==> config.mk <==
export PLATFORM = sky130hd
export DESIGN_NAME = fetch_queue
export DESIGN_NICKNAME = d
export VERILOG_FILES = /design/src/rtl/fetch_pkg.sv /design/src/rtl/fetch_fifo.sv /design/src/rtl/fetch_queue.sv
export SDC_FILE = /design/constraint.sdc
export NUM_CORES = 1
export LEC_CHECK = 0
export CAP_MARGIN = 40
export CORE_UTILIZATION = 53
export DETAILED_ROUTE_END_ITERATION = 8
export PLACE_DENSITY = 0.77
export RECOVER_POWER = 25
export SLEW_MARGIN = 20
export SYNTH_ARGS = -nofsm -noshare
export SYNTH_HDL_FRONTEND = slang
export SYNTH_HIERARCHICAL = 1
export SYNTH_SLANG_ARGS = --single-unit
==> constraint.sdc <==
create_clock -name clk -period 6.19 [get_ports clk]
set_input_delay 0.9285 -clock clk [delete_from_list [all_inputs] [get_ports clk]]
set_output_delay 0.9285 -clock clk [all_outputs]
set_load 0.01 [all_outputs]
==> src/rtl/fetch_pkg.sv <==
// rtl/fetch_pkg.sv - shared constants and entry type for the instruction fetch front end
package fetch_pkg;

    localparam int INST_W = 32;
    localparam logic [INST_W-1:0] NOP_INST = 32'h0;
    localparam int PC_STEP = 4;
    localparam int XLEN_DEF = 32;

    typedef struct packed {
        logic [INST_W-1:0]   inst;
        logic [XLEN_DEF-1:0] pc;
    } fetch_entry_t;

endpackage

==> src/rtl/fetch_fifo.sv <==
// rtl/fetch_fifo.sv - DEPTH-entry circular buffer of fetch entries, clear has priority
module fetch_fifo
    import fetch_pkg::*;
#(
    parameter int  DEPTH   = 4,
    parameter type entry_t = fetch_entry_t
) (
    input  logic                   clk,
    input  logic                   rst,
    input  logic                   push,
    input  logic                   pop,
    input  logic                   clear,
    input  entry_t                 wdata,
    output logic [$clog2(DEPTH):0] count,
    output entry_t                 head
);

    localparam int AW = $clog2(DEPTH);

    entry_t        mem_q [DEPTH];
    logic [AW-1:0] head_q, head_d;
    logic [AW-1:0] tail_q, tail_d;
    logic [AW:0]   count_q, count_d;

    always_comb begin
        head_d  = head_q;
        tail_d  = tail_q;
        count_d = count_q;
        if (clear) begin
            head_d  = '0;
            tail_d  = '0;
            count_d = '0;
        end else begin
            if (push) begin
                tail_d = tail_q + AW'(1);
            end
            if (pop) begin
                head_d = head_q + AW'(1);
            end
            if (push && !pop) begin
                count_d = count_q + (AW+1)'(1);
            end else if (pop && !push) begin
                count_d = count_q - (AW+1)'(1);
            end
        end
    end

    always_ff @(posedge clk or negedge rst) begin
        if (!rst) begin
            head_q  <= '0;
            tail_q  <= '0;
            count_q <= '0;
        end else begin
            head_q  <= head_d;
            tail_q  <= tail_d;
            count_q <= count_d;
        end
    end

    // Storage needs no reset: count gates every read of it.
    always_ff @(posedge clk) begin
        if (push && !clear) begin
            mem_q[tail_q] <= wdata;
        end
    end

    assign head  = mem_q[head_q];
    assign count = count_q;

endmodule

==> src/rtl/fetch_queue.sv <==
// rtl/fetch_queue.sv - prefetching fetch unit feeding decode; FETCH_QUEUE_BYPASS_EN adds empty-queue bypass
module fetch_queue
    import fetch_pkg::*;
#(
    parameter int              XLEN     = 32,
    parameter int              DEPTH    = 4,
    parameter logic [XLEN-1:0] RESET_PC = '0
) (
    input  logic                   clk,
    input  logic                   rst,
    input  logic                   redirect,
    input  logic [XLEN-1:0]        redirect_pc,
    output logic                   imem_req,
    output logic [XLEN-1:0]        imem_addr,
    input  logic [31:0]            imem_rdata,
    input  logic                   d_ready,
    output logic                   d_valid,
    output logic [31:0]            d_inst,
    output logic [XLEN-1:0]        d_pc,
    output logic [$clog2(DEPTH):0] count
);

    localparam int CW = $clog2(DEPTH) + 1;

    typedef struct packed {
        logic [INST_W-1:0] inst;
        logic [XLEN-1:0]   pc;
    } entry_t;

    logic [XLEN-1:0] fetch_pc_q, fetch_pc_d;
    logic [XLEN-1:0] req_pc_q, req_pc_d;
    logic            inflight_q, inflight_d;

    logic [CW-1:0]   fifo_count;
    entry_t          fifo_head;
    entry_t          push_entry;
    entry_t          head_entry;
    logic            resp_valid;
    logic            bypass;
    logic            pop;
    logic            fifo_push;
    logic            fifo_pop;
    logic            issue;
    logic [CW:0]     occupancy;

    assign resp_valid = inflight_q & ~redirect;
    assign push_entry = '{inst: imem_rdata, pc: req_pc_q + XLEN'(PC_STEP)};

`ifdef FETCH_QUEUE_BYPASS_EN
    assign bypass = resp_valid & (fifo_count == '0);
`else
    assign bypass = 1'b0;
`endif

    assign head_entry = bypass ? push_entry : fifo_head;
    assign d_valid    = ((fifo_count != '0) | bypass) & ~redirect;
    assign d_inst     = d_valid ? head_entry.inst : NOP_INST;
    assign d_pc       = d_valid ? head_entry.pc : '0;
    assign pop        = d_valid & d_ready;

    // A bypassed response consumed by decode never touches storage.
    assign fifo_push  = resp_valid & ~(bypass & d_ready);
    assign fifo_pop   = pop & ~bypass;

    // Reserve a slot for the outstanding response so pushes never overflow.
    assign occupancy  = {1'b0, fifo_count} + {{CW{1'b0}}, inflight_q} - {{CW{1'b0}}, pop};
    assign issue      = rst & ~redirect & (occupancy < (CW+1)'(DEPTH));

    assign imem_req   = issue;
    assign imem_addr  = fetch_pc_q;
    assign count      = fifo_count;

    always_comb begin
        fetch_pc_d = fetch_pc_q;
        req_pc_d   = req_pc_q;
        inflight_d = 1'b0;
        if (redirect) begin
            fetch_pc_d = redirect_pc & ~XLEN'(3);
        end else if (issue) begin
            fetch_pc_d = fetch_pc_q + XLEN'(PC_STEP);
            req_pc_d   = fetch_pc_q;
            inflight_d = 1'b1;
        end
    end

    always_ff @(posedge clk or negedge rst) begin
        if (!rst) begin
            fetch_pc_q <= RESET_PC;
            req_pc_q   <= '0;
            inflight_q <= 1'b0;
        end else begin
            fetch_pc_q <= fetch_pc_d;
            req_pc_q   <= req_pc_d;
            inflight_q <= inflight_d;
        end
    end

    fetch_fifo #(
        .DEPTH   (DEPTH),
        .entry_t (entry_t)
    ) u_fifo (
        .clk   (clk),
        .rst   (rst),
        .push  (fifo_push),
        .pop   (fifo_pop),
        .clear (redirect),
        .wdata (push_entry),
        .count (fifo_count),
        .head  (fifo_head)
    );

endmodule

==> flow_summary.yaml, run 1 <==
run_status:
  outcome: "finished, violations left"
  violations: "max-capacitance violations, max-slew violations"
synthesis:
  synth_fa_ha_area_share_pct: 0.964
  synth_cell_types: 44
  ys_async_sr_fraction_pct: 21.0
  synth_warnings: 6
  syn_avg_cell_area_sq_um: 16.9
  synth_xor_area_share_pct: 3.69
  synth_top_family_by_area: "multiplexers"
  synth.cell_area_sq_mm: 0.0138
  synth_compound_area_share_pct: 2.60
  synth_seq_cells: 324
  synth_edf_count: 256
  syn_inst: 816
  synthMuxAreaShare_pct: 13.6
  synthFlopType: "edfxtp_1"
  yosysSeqAreaShare_pct: 68.3
  yosys.area_share.simple_pct: 8.89
layout:
  final_util_pct: 66.9
  drive_gt1_share_pct: 17.7
  layout.nets: 1075
  fillers: 1736
  num_antenna_cells: 0
  mostFrequentLayoutCell: "edfxtp_1"
  most-common-layout-cells: "edfxtp_1, clkdlybuf4s50_1, and2_1"
  finalInstanceArea_sq_mm: 0.0169
  area_growth_pct: 23.2
route:
  wl_um: 26200
  vias_per_cell: 5.53
  wl_per_cell_um: 19.3
  drt_iter0_drc: 514
  drc: 0
  dr.pass1.iters: 5
  vias: 7488
  detail-route-antenna-nets: 0
clock_tree:
  clkLatencyLatePin_ns: 0.51
  path_clk_slew_ns: 0.06
  cts_buffer_depth: 3
  cts_tree: "yes"
  holdBufCountCts: 0
  post-cts-setup-buffer-count: 0
  htreeDepth: 2
  cts_sinks: 324
  cts_resized: 0
  cts_inserted_buffers: 35
  root_buffer: "clkbuf_16"
setup_path:
  crit_path_start_kind: "input port"
  worstReg2RegStart: "u_fifo/count[2]"
  worstPathRequired_ns: 6.57
  crit_chain: "clkbuf_1 > clkbuf_1 > o21ai_0 > mux2_2 > mux2_2"
  slowest_delay_ns: 1.82
  crit_family: "buffers and inverters"
  crit_buf_inv: 2
  worstPathMaxFanout: 49
  reg2reg_to: "imem_addr[30]"
  crit_slowest_cell: "clkbuf_1"
  crit_type: "input port to flop"
  path_depth: 5
  endpoint_kind: "flop"
  r2r_setup_slack_ns: 2.84
  crit_arrival_ns: 4.98
  r2r.worst_path.cells: 12
floorplanning:
  design.core.area_sq_mm: 0.0253
  die_w_um: 163
  initial_core_util_pct: 54.3
  rows: 58
  io_pins: 169
  die_h_um: 163
  dieArea_sq_mm: 0.0266
sta:
  finalMaxSlewViolations: 82
  rsz0062_at_grt: "false"
  finalHoldViolations: 0
  finalSetupTns_ns: 0
  setup_viol: 0
  period_needed_ns: 4.60
  worst_pin_slew_ns: 2.45
  setup_slack_ns: 1.59
  clock_skew_ns: 0.0134
  slew_headroom_pct: -63.1
  clock.fmax_ghz: 0.217
  finalCritPeriodShare_pct: 74.3
power_and_ir_drop:
  p_per_area_mw_per_mm2: 360
  vdd_drop_max_mv: 0.220
  report.power.total_uw: 6110
  leakage_uw: 0.00572
global_routing:
  grt_max_degree: 71
  grt_usage_pct: 20.6
  grt_pass1_wl_um: 41600
  grt-ovfl-total: 0
  grt_pass1_vias: 7736
  antenna_found_initial: 0
placement:
  dpl.hpwl_um: 16200
  placed_cell_area_sq_mm: 0.0158
  gp_congestion: 0.763
  place_ws_ns: 1.65
  io_buffers: 164
worst_hold_path:
  hold_end: "req_pc_q[3]"
  hold_path.startpoint: "req_pc_q[3]"
  hp-class: "flop to flop"
  whs_path_depth: 1
job:
  drv_cap: 2
## layer usage
layer,part of all wire [%],wire length (um),global-route usage [%]
met5,0,0,0
met4,1.3,337,4.55
met3,5.6,1470,3.94
met2,50,13200,34.8
met1,43,11200,27.8
## flip-flops by register name (all words and copies together) (netlist names)
name,flops
inflight_q,1
u_fifo/tail_q,2
u_fifo/head_q,2
u_fifo/mem_q,256
req_pc_q,30
imem_addr,30
u_fifo/count,3
## worst reg2reg max path, cell delays in order (launching register included)
cell,delay [ns]
dfrtp_1,0.47
nor3_1,0.35
nor2_4,0.05
and2_1,0.26
ha_1,0.22
inv_1,0.05
ha_1,0.21
and3b_1,0.20
nor4_4,0.20
buf_4,0.32
o2111ai_2,0.30
and3b_1,0.27
or3_1,0.34
## Yosys cell counts, types with 2 or more instances
cell type,instances,area (sq um)
clkbuf_1,20,75.1
ha_1,9,113
nand2_1,47,176
nor2_1,19,71.3
mux4_2,64,1440
o211ai_1,6,45.0
o21ai_0,14,70.1
o21ai_1,15,75.1
xnor2_1,34,298
and2_1,75,469
nor2b_1,7,43.8
a22oi_1,2,15.0
nor3b_1,2,15.0
edfxtp_1,256,7690
and3_1,4,25.0
nand4_1,8,50.1
mux2_2,37,417
o2111ai_1,10,87.6
nand3_1,19,95.1
nor4_1,6,37.5
buf_2,10,50.1
o2111ai_2,2,30.0
or4_1,3,22.5
nor3_1,9,45.0
inv_1,13,48.8
buf_6,5,56.3
and3b_1,3,26.3
buf_4,4,30.0
nor4_4,3,63.8
buf_1,3,11.3
and4_1,4,35.0
dfrtp_1,68,1700
xor2_1,24,210
## kinds of logic (layout without fill, tap and decap cells)
logic type / Yosys count / count (layout)
other cells: 1 / 10
mux: 102 / 102
compound gates: 53 / 53
flops: 324 / 324
fa+ha+maj: 10 / 10
buf+inv: 55 / 253
xor+xnor: 58 / 58
simple gates: 213 / 213
## worst max path at each step
stage | from | end | slack, ns
after global placement | d_ready | imem_req | 1.63
after detailed placement | d_ready | imem_req | 1.65
after CTS | d_ready | imem_req | 1.63
final | rst | imem_addr[3] | 1.59
after floorplan | redirect | imem_req | 1.80
after global routing | rst | imem_addr[3] | 0.86
## power breakdown
part / switching (uW) / total [uW] / internal [uW] / leakage, uW
sequential: 205 / 2850 / 2650 / 0.00313
combinational: 606 / 1270 / 661 / 0.00204
clock: 801 / 1990 / 1190 / 0.000545
total: 1610 / 6110 / 4490 / 0.00572
## stage by stage
stage | hold WS [ns] | std cells
final | 0.546 | 1353
after global routing | 0.576 | 1353
after CTS | 0.362 | 1353
after detailed placement | 0.533 | 1290
after global placement | 0.518 | 1285
after floorplan | 0.491 | 825
## cell type report
cell class	instances	area [sq um]	share of cell area [%]
flip-flops and latches	324	9400	55.5
multi-input cells	446	4150	24.5
repair buffers	177	1820	10.8
clock buffers	43	958	5.66
well taps	330	413	2.44
clock inverters	20	154	0.908
inverters	13	48.8	0.288
Note: power is estimated with default switching activity, not from simulation.
==> run 2: changes to the inputs <==
- clock period: 6.19 -> 4.5 ns (I/O delays scaled with it)
==> flow_summary.yaml, run 2 (synthesis gave the netlist of run 1 again) <==
setup_path:
  crit_family: "simple AND/OR/NAND/NOR gates"
  path_depth: 11
  worstPathMaxFanout: 7
  r2r.worst_path.cells: 12
  worstPathRequired_ns: 3.83
  crit_chain: "nor3_1 > nor2_4 > and2_1 > ha_1 > inv_1 > ha_1 > and3b_1 > nor4_4 > o21ai_2 > inv_1 > clkdlybuf4s50_1"
  crit_slowest_cell: "clkdlybuf4s50_1"
  endpoint_kind: "output pin"
  crit_arrival_ns: 3.38
  crit_path_start_kind: "flop"
  crit_buf_inv: 3
  slowest_delay_ns: 0.53
  crit_type: "flop to output pin"
run_status:
  outcome: "finished, violations left"
  violations: "max-capacitance violations, max-slew violations"
layout:
  largest_reg_flops: 256
  most-common-layout-cells: "edfxtp_1, clkdlybuf4s50_1, and2_1"
  area_growth_pct: 22.5
  finalInstanceArea_sq_mm: 0.0168
  num_antenna_cells: 0
  multi_input_area_sq_mm: 0.00415
  seqCellArea_sq_mm: 0.00939
  regMostFlops: "u_fifo/mem_q"
  fillers: 1728
  drive_gt1_share_pct: 17.6
  layout.nets: 1079
  mostFrequentLayoutCell: "edfxtp_1"
placement:
  gp_congestion: 0.791
  dpl.hpwl_um: 16300
  placed_cell_area_sq_mm: 0.0158
  io_buffers: 164
power_and_ir_drop:
  power_frac_seq_pct: 47.4
  comb_power_share_pct: 21.1
  p_sw_uw: 2160
  leakage_uw: 0.00569
  vdd_drop_max_mv: 0.233
  p_sw_share_pct: 26.2
  p_int_uw: 6100
  clock_power_share_pct: 31.5
  p_per_area_mw_per_mm2: 491
route:
  dr.pass1.iters: 5
  detail-route-antenna-nets: 0
  vias: 7482
  vias_per_cell: 5.51
  wl_um: 25700
  wl_per_cell_um: 18.9
  drt_iter0_drc: 490
  drc: 0
floorplanning:
  dieArea_sq_mm: 0.0266
  initial_core_util_pct: 54.3
  design.core.area_sq_mm: 0.0253
  die_w_um: 163
  die_h_um: 163
  rows: 58
  io_pins: 169
clock_tree:
  cts_inserted_buffers: 34
  cts_sinks: 324
  path_clk_slew_ns: 0.06
  post-cts-setup-buffer-count: 0
  clkLatencyLatePin_ns: 0.50
  cts_buffer_depth: 3
  cts_resized: 0
  cts_tree: "yes"
  holdBufCountCts: 0
  root_buffer: "clkbuf_16"
  htreeDepth: 2
sta:
  clock.fmax_ghz: 0.246
  finalSetupTns_ns: 0
  worst_pin_slew_ns: 1.77
  setup_viol: 0
  rsz0062_at_grt: "false"
  finalMaxSlewViolations: 34
  clock_skew_ns: 0.0154
  finalHoldViolations: 0
  slew_headroom_pct: -18.1
  finalCritPeriodShare_pct: 90.2
  period_needed_ns: 4.06
global_routing:
  grt_usage_pct: 20.1
  grt-ovfl-total: 0
  grt_pass1_wl_um: 40800
  antenna_found_initial: 0
  grt_max_degree: 71
  grt_pass1_vias: 7657
job:
  drv_cap: 1
worst_hold_path:
  hp-class: "flop to flop"
  whs_path_depth: 1
run 2: cell types whose count changed in the layout (fill, tap and decap cells not counted), moves of 3 or more:
cell / previous run / this run
clkinv_2: 7 / 4
buf_4: 7 / 15
clkbuf_1: 7 / 17
clkinv_1: 7 / 1
buf_16: 5 / 0
run 2: metal layers:
| metal | global-route usage (%) | share of wire [%] | wire length, um | vias up |
|---|---|---|---|---|
| li1 | - | - | - | 3496 |
| met1 | 26.5 | 43 | 11100 | 3719 |
| met2 | 34.5 | 49 | 12700 | 230 |
| met3 | 3.48 | 5.4 | 1400 | 37 |
| met4 | 5.61 | 2.0 | 502 | 0 |
| met5 | 0 | 0 | 0 | - |
run 2: metrics by stage:
step	hold slack, ns	power [uW]	util, %	instances	worst slack [ns]
finish	0.534	8260	66.5	1357	0.441
global route	0.538	8620	66.5	1357	0.244
CTS	0.110	8370	66.5	1357	0.402
detailed placement	0.523	5750	62.4	1295	0.595
global placement	0.520	5680	62.4	1295	0.681
floorplan	0.379	5000	-	825	0.622
run 2: layout make-up:
cell class                 count  area share [%]
sequential                   324            55.8
multi-input combinational    446            24.6
timing repair buffer         182            10.6
clock buffer                  56            6.06
tap                          330            2.45
inverter                      13           0.290
clock inverter                 6           0.186
run 2: worst register-to-register path: cells and delay by family, from the launching register on:
family / cells / cell delay, ns
flops: 1 / 0.46
buf+inv: 2 / 0.40
compound gates: 1 / 0.27
simple gates: 7 / 1.76
fa+ha+maj: 2 / 0.44
run 2: final timing paths:
kind,from,end,slack (ns)
worst max-delay path,u_fifo/count[2],imem_req,0.44
worst min-delay path,req_pc_q[31],req_pc_q[31],0.53
worst max register to register,u_fifo/count[2],imem_addr[30],1.04
worst min register to register,req_pc_q[31],req_pc_q[31],0.53
max in group asynchronous,rst,u_fifo/head_q[0],1.77
min in group asynchronous,rst,imem_addr[15],0.66
run 2: power groups by stage:
| stage | Sequential [uW] | Clock (uW) | Combinational, uW |
|---|---|---|---|
| 5_1_grt | 3960 | 2770 | 1890 |
| 3_5_place_dp | 3980 | 0 | 1770 |
| 4_1_cts | 3920 | 2670 | 1780 |
| 2_1_floorplan | 3900 | 0 | 1110 |
| 6_report | 3920 | 2600 | 1740 |
| 3_3_place_gp | 3960 | 0 | 1720 |
==> run 3: changes to the inputs <==
- CTS_CLUSTER_SIZE: unset -> 30
- SYNTH_HIERARCHICAL: 1 -> unset
==> flow_summary.yaml, run 3 <==
run_status:
  outcome: "finished, violations left"
  violations: "max-capacitance violations, max-slew violations"
sta:
  period_needed_ns: 3.99
  worst_pin_slew_ns: 1.97
  finalMaxSlewViolations: 70
  setup_viol: 0
  finalSetupTns_ns: 0
  rsz0062_at_grt: "false"
  finalHoldViolations: 0
  finalCritPeriodShare_pct: 88.7
  setup_slack_ns: 0.508
  clock_skew_ns: 0.00923
  slew_headroom_pct: -31.6
  clock.fmax_ghz: 0.250
placement:
  placed_cell_area_sq_mm: 0.0155
  place_ws_ns: 0.631
  dpl.hpwl_um: 16200
  gp_congestion: 0.803
  io_buffers: 162
synthesis:
  yosysMostFrequentCell: "edfxtp_1"
  synthTopCellsByArea: "edfxtp_1, dfrtp_1, mux4_2, and2_1, nand2_1"
  synth_top_area_share_pct: 55.4
  synthFlopType: "edfxtp_1"
  synth.cell_area_sq_mm: 0.0134
  synth_cell_types: 49
  syn_inst: 869
  ys_async_sr_fraction_pct: 21.5
  yosysSeqAreaShare_pct: 68.0
  synth_seq_cells: 316
  synth_commonest_cells: "edfxtp_1, nand2_1, and2_1"
  synth_edf_count: 248
  synth_warnings: 0
  syn_avg_cell_area_sq_um: 15.5
  yosys.area.top_type: "edfxtp_1"
clock_tree:
  path_clk_slew_ns: 0.06
  cts_resized: 0
  cts_tree: "yes"
  holdBufCountCts: 0
  cts_sinks: 316
  cts_buffer_depth: 3
  cts_inserted_buffers: 31
  htreeDepth: 1
  post-cts-setup-buffer-count: 0
  root_buffer: "clkbuf_16"
  clkLatencyLatePin_ns: 0.55
global_routing:
  antenna_found_initial: 1
  grt-ovfl-total: 0
  grt_usage_pct: 20.1
  grt_pass1_vias: 7727
  grt_max_degree: 64
  grt_pass1_wl_um: 40900
layout:
  regMostFlops: "u_fifo.mem_q"
  area_growth_pct: 22.3
  drive_gt1_share_pct: 13.1
  num_antenna_cells: 0
  layout.nets: 1116
  most-common-layout-cells: "edfxtp_1, clkdlybuf4s50_1, nand2_1"
  largest_reg_flops: 248
  finalInstanceArea_sq_mm: 0.0164
  final_util_pct: 66.8
  mostFrequentLayoutCell: "edfxtp_1"
power_and_ir_drop:
  report.power.total_uw: 8650
  p_sw_uw: 2480
  p_sw_share_pct: 28.6
  clock_power_share_pct: 27.7
  vdd_drop_max_mv: 0.295
  comb_power_share_pct: 27.1
  p_int_uw: 6170
  p_per_area_mw_per_mm2: 526
  leakage_uw: 0.00569
  power_frac_seq_pct: 45.2
worst_hold_path:
  hold_end: "req_pc_q[31]"
  hold_path.startpoint: "req_pc_q[31]"
  whs_path_depth: 2
  hp-class: "flop to flop"
route:
  wl_um: 25500
  vias: 7627
  wl_per_cell_um: 18.4
  drc: 0
  detail-route-antenna-nets: 0
  vias_per_cell: 5.51
  drt_iter0_drc: 509
  dr.pass1.iters: 5
setup_path:
  crit_buf_inv: 4
  crit_chain: "nor3_1 > nor2_4 > nand2_1 > inv_1 > ha_1 > inv_1 > ha_1 > and3b_4 > nor4_1 > nor3_2 > inv_2 > clkdlybuf4s50_1"
  r2r.worst_path.cells: 12
  worstPathMaxFanout: 9
  r2r_setup_slack_ns: 1.17
  worstReg2RegStart: "u_fifo.count[2]"
  endpoint_kind: "output pin"
  crit_slowest_cell: "clkdlybuf4s50_1"
  slowest_delay_ns: 0.54
  crit_arrival_ns: 3.32
  worstPathRequired_ns: 3.83
  crit_path_start_kind: "flop"
  reg2reg_to: "imem_addr[27]"
  crit_type: "flop to output pin"
  crit_family: "simple AND/OR/NAND/NOR gates"
floorplanning:
  io_pins: 169
  rows: 57
  die_w_um: 161
  design.core.area_sq_mm: 0.0246
  initial_core_util_pct: 54.7
  die_h_um: 161
  dieArea_sq_mm: 0.0260
job:
  drv_cap: 2
run 3: kinds of logic (layout without fill, tap and decap cells):
logic type,Yosys count,in the layout,share of synthesized area (%)
XOR/XNOR,53,53,3.45
flip-flops,316,316,68.0
multiplexers,67,67,10.8
buffers and inverters,66,255,2.17
AO/OA/AOI/OAI,70,70,3.55
adder cells (fa/ha/maj),10,10,0.986
other,1,4,0.0279
AND/OR/NAND/NOR,286,286,11.0
run 3: power groups by stage:
stage | clock (uW) | sequential, uW | combinational [uW]
after floorplan | 0 | 3870 | 1490
after global placement | 0 | 3950 | 2330
after detailed placement | 0 | 3970 | 2370
after CTS | 2440 | 3910 | 2380
after global routing | 2560 | 3960 | 2580
final | 2400 | 3910 | 2350
run 3: worst max-delay path by stage:
stage                         start  slack (ns)  cells after the start       end
floorplan                  redirect        0.98                     12  imem_req
global placement            d_ready        0.65                     11  imem_req
detailed placement          d_ready        0.63                     11  imem_req
CTS                 u_fifo.count[2]        0.49                     12  imem_req
global route        u_fifo.count[2]        0.21                     12  imem_req
finish              u_fifo.count[2]        0.51                     12  imem_req
run 3: final cells by class:
class                      instances  area [sq um]
sequential                       316          9150
fill                            1734          8160
multi-input combinational        490          4040
timing repair buffer             180          1820
clock buffer                      47           898
tap                              324           405
inverter                          19          71.3
clock inverter                     9          57.6
run 3: through the flow:
| stage | hold WS (ns) | instances |
|---|---|---|
| final | 0.516 | 1385 |
| after global routing | 0.548 | 1385 |
| after CTS | 0.241 | 1384 |
| after detailed placement | 0.501 | 1328 |
| after global placement | 0.482 | 1328 |
| after floorplan | 0.379 | 872 |
run 3: metal layers:
layer,GRT usage [%],part of all wire [%],vias to the layer above
li1,-,-,3592
met1,28.5,45,3741
met2,33.1,47,254
met3,3.31,6.6,38
met4,4.63,1.6,2
met5,0,0.051,-
run 3: worst reg2reg max path: stages, from the launching register on:
cell and delay (ns):
dfrtp_1 0.49, nor3_1 0.31, nor2_4 0.06, nand2_1 0.11, inv_1 0.11, ha_1 0.19, inv_1 0.05, ha_1 0.23
and3b_4 0.20, nor4_2 0.65, o2111ai_1 0.32, or3_1 0.38, a31oi_1 0.16
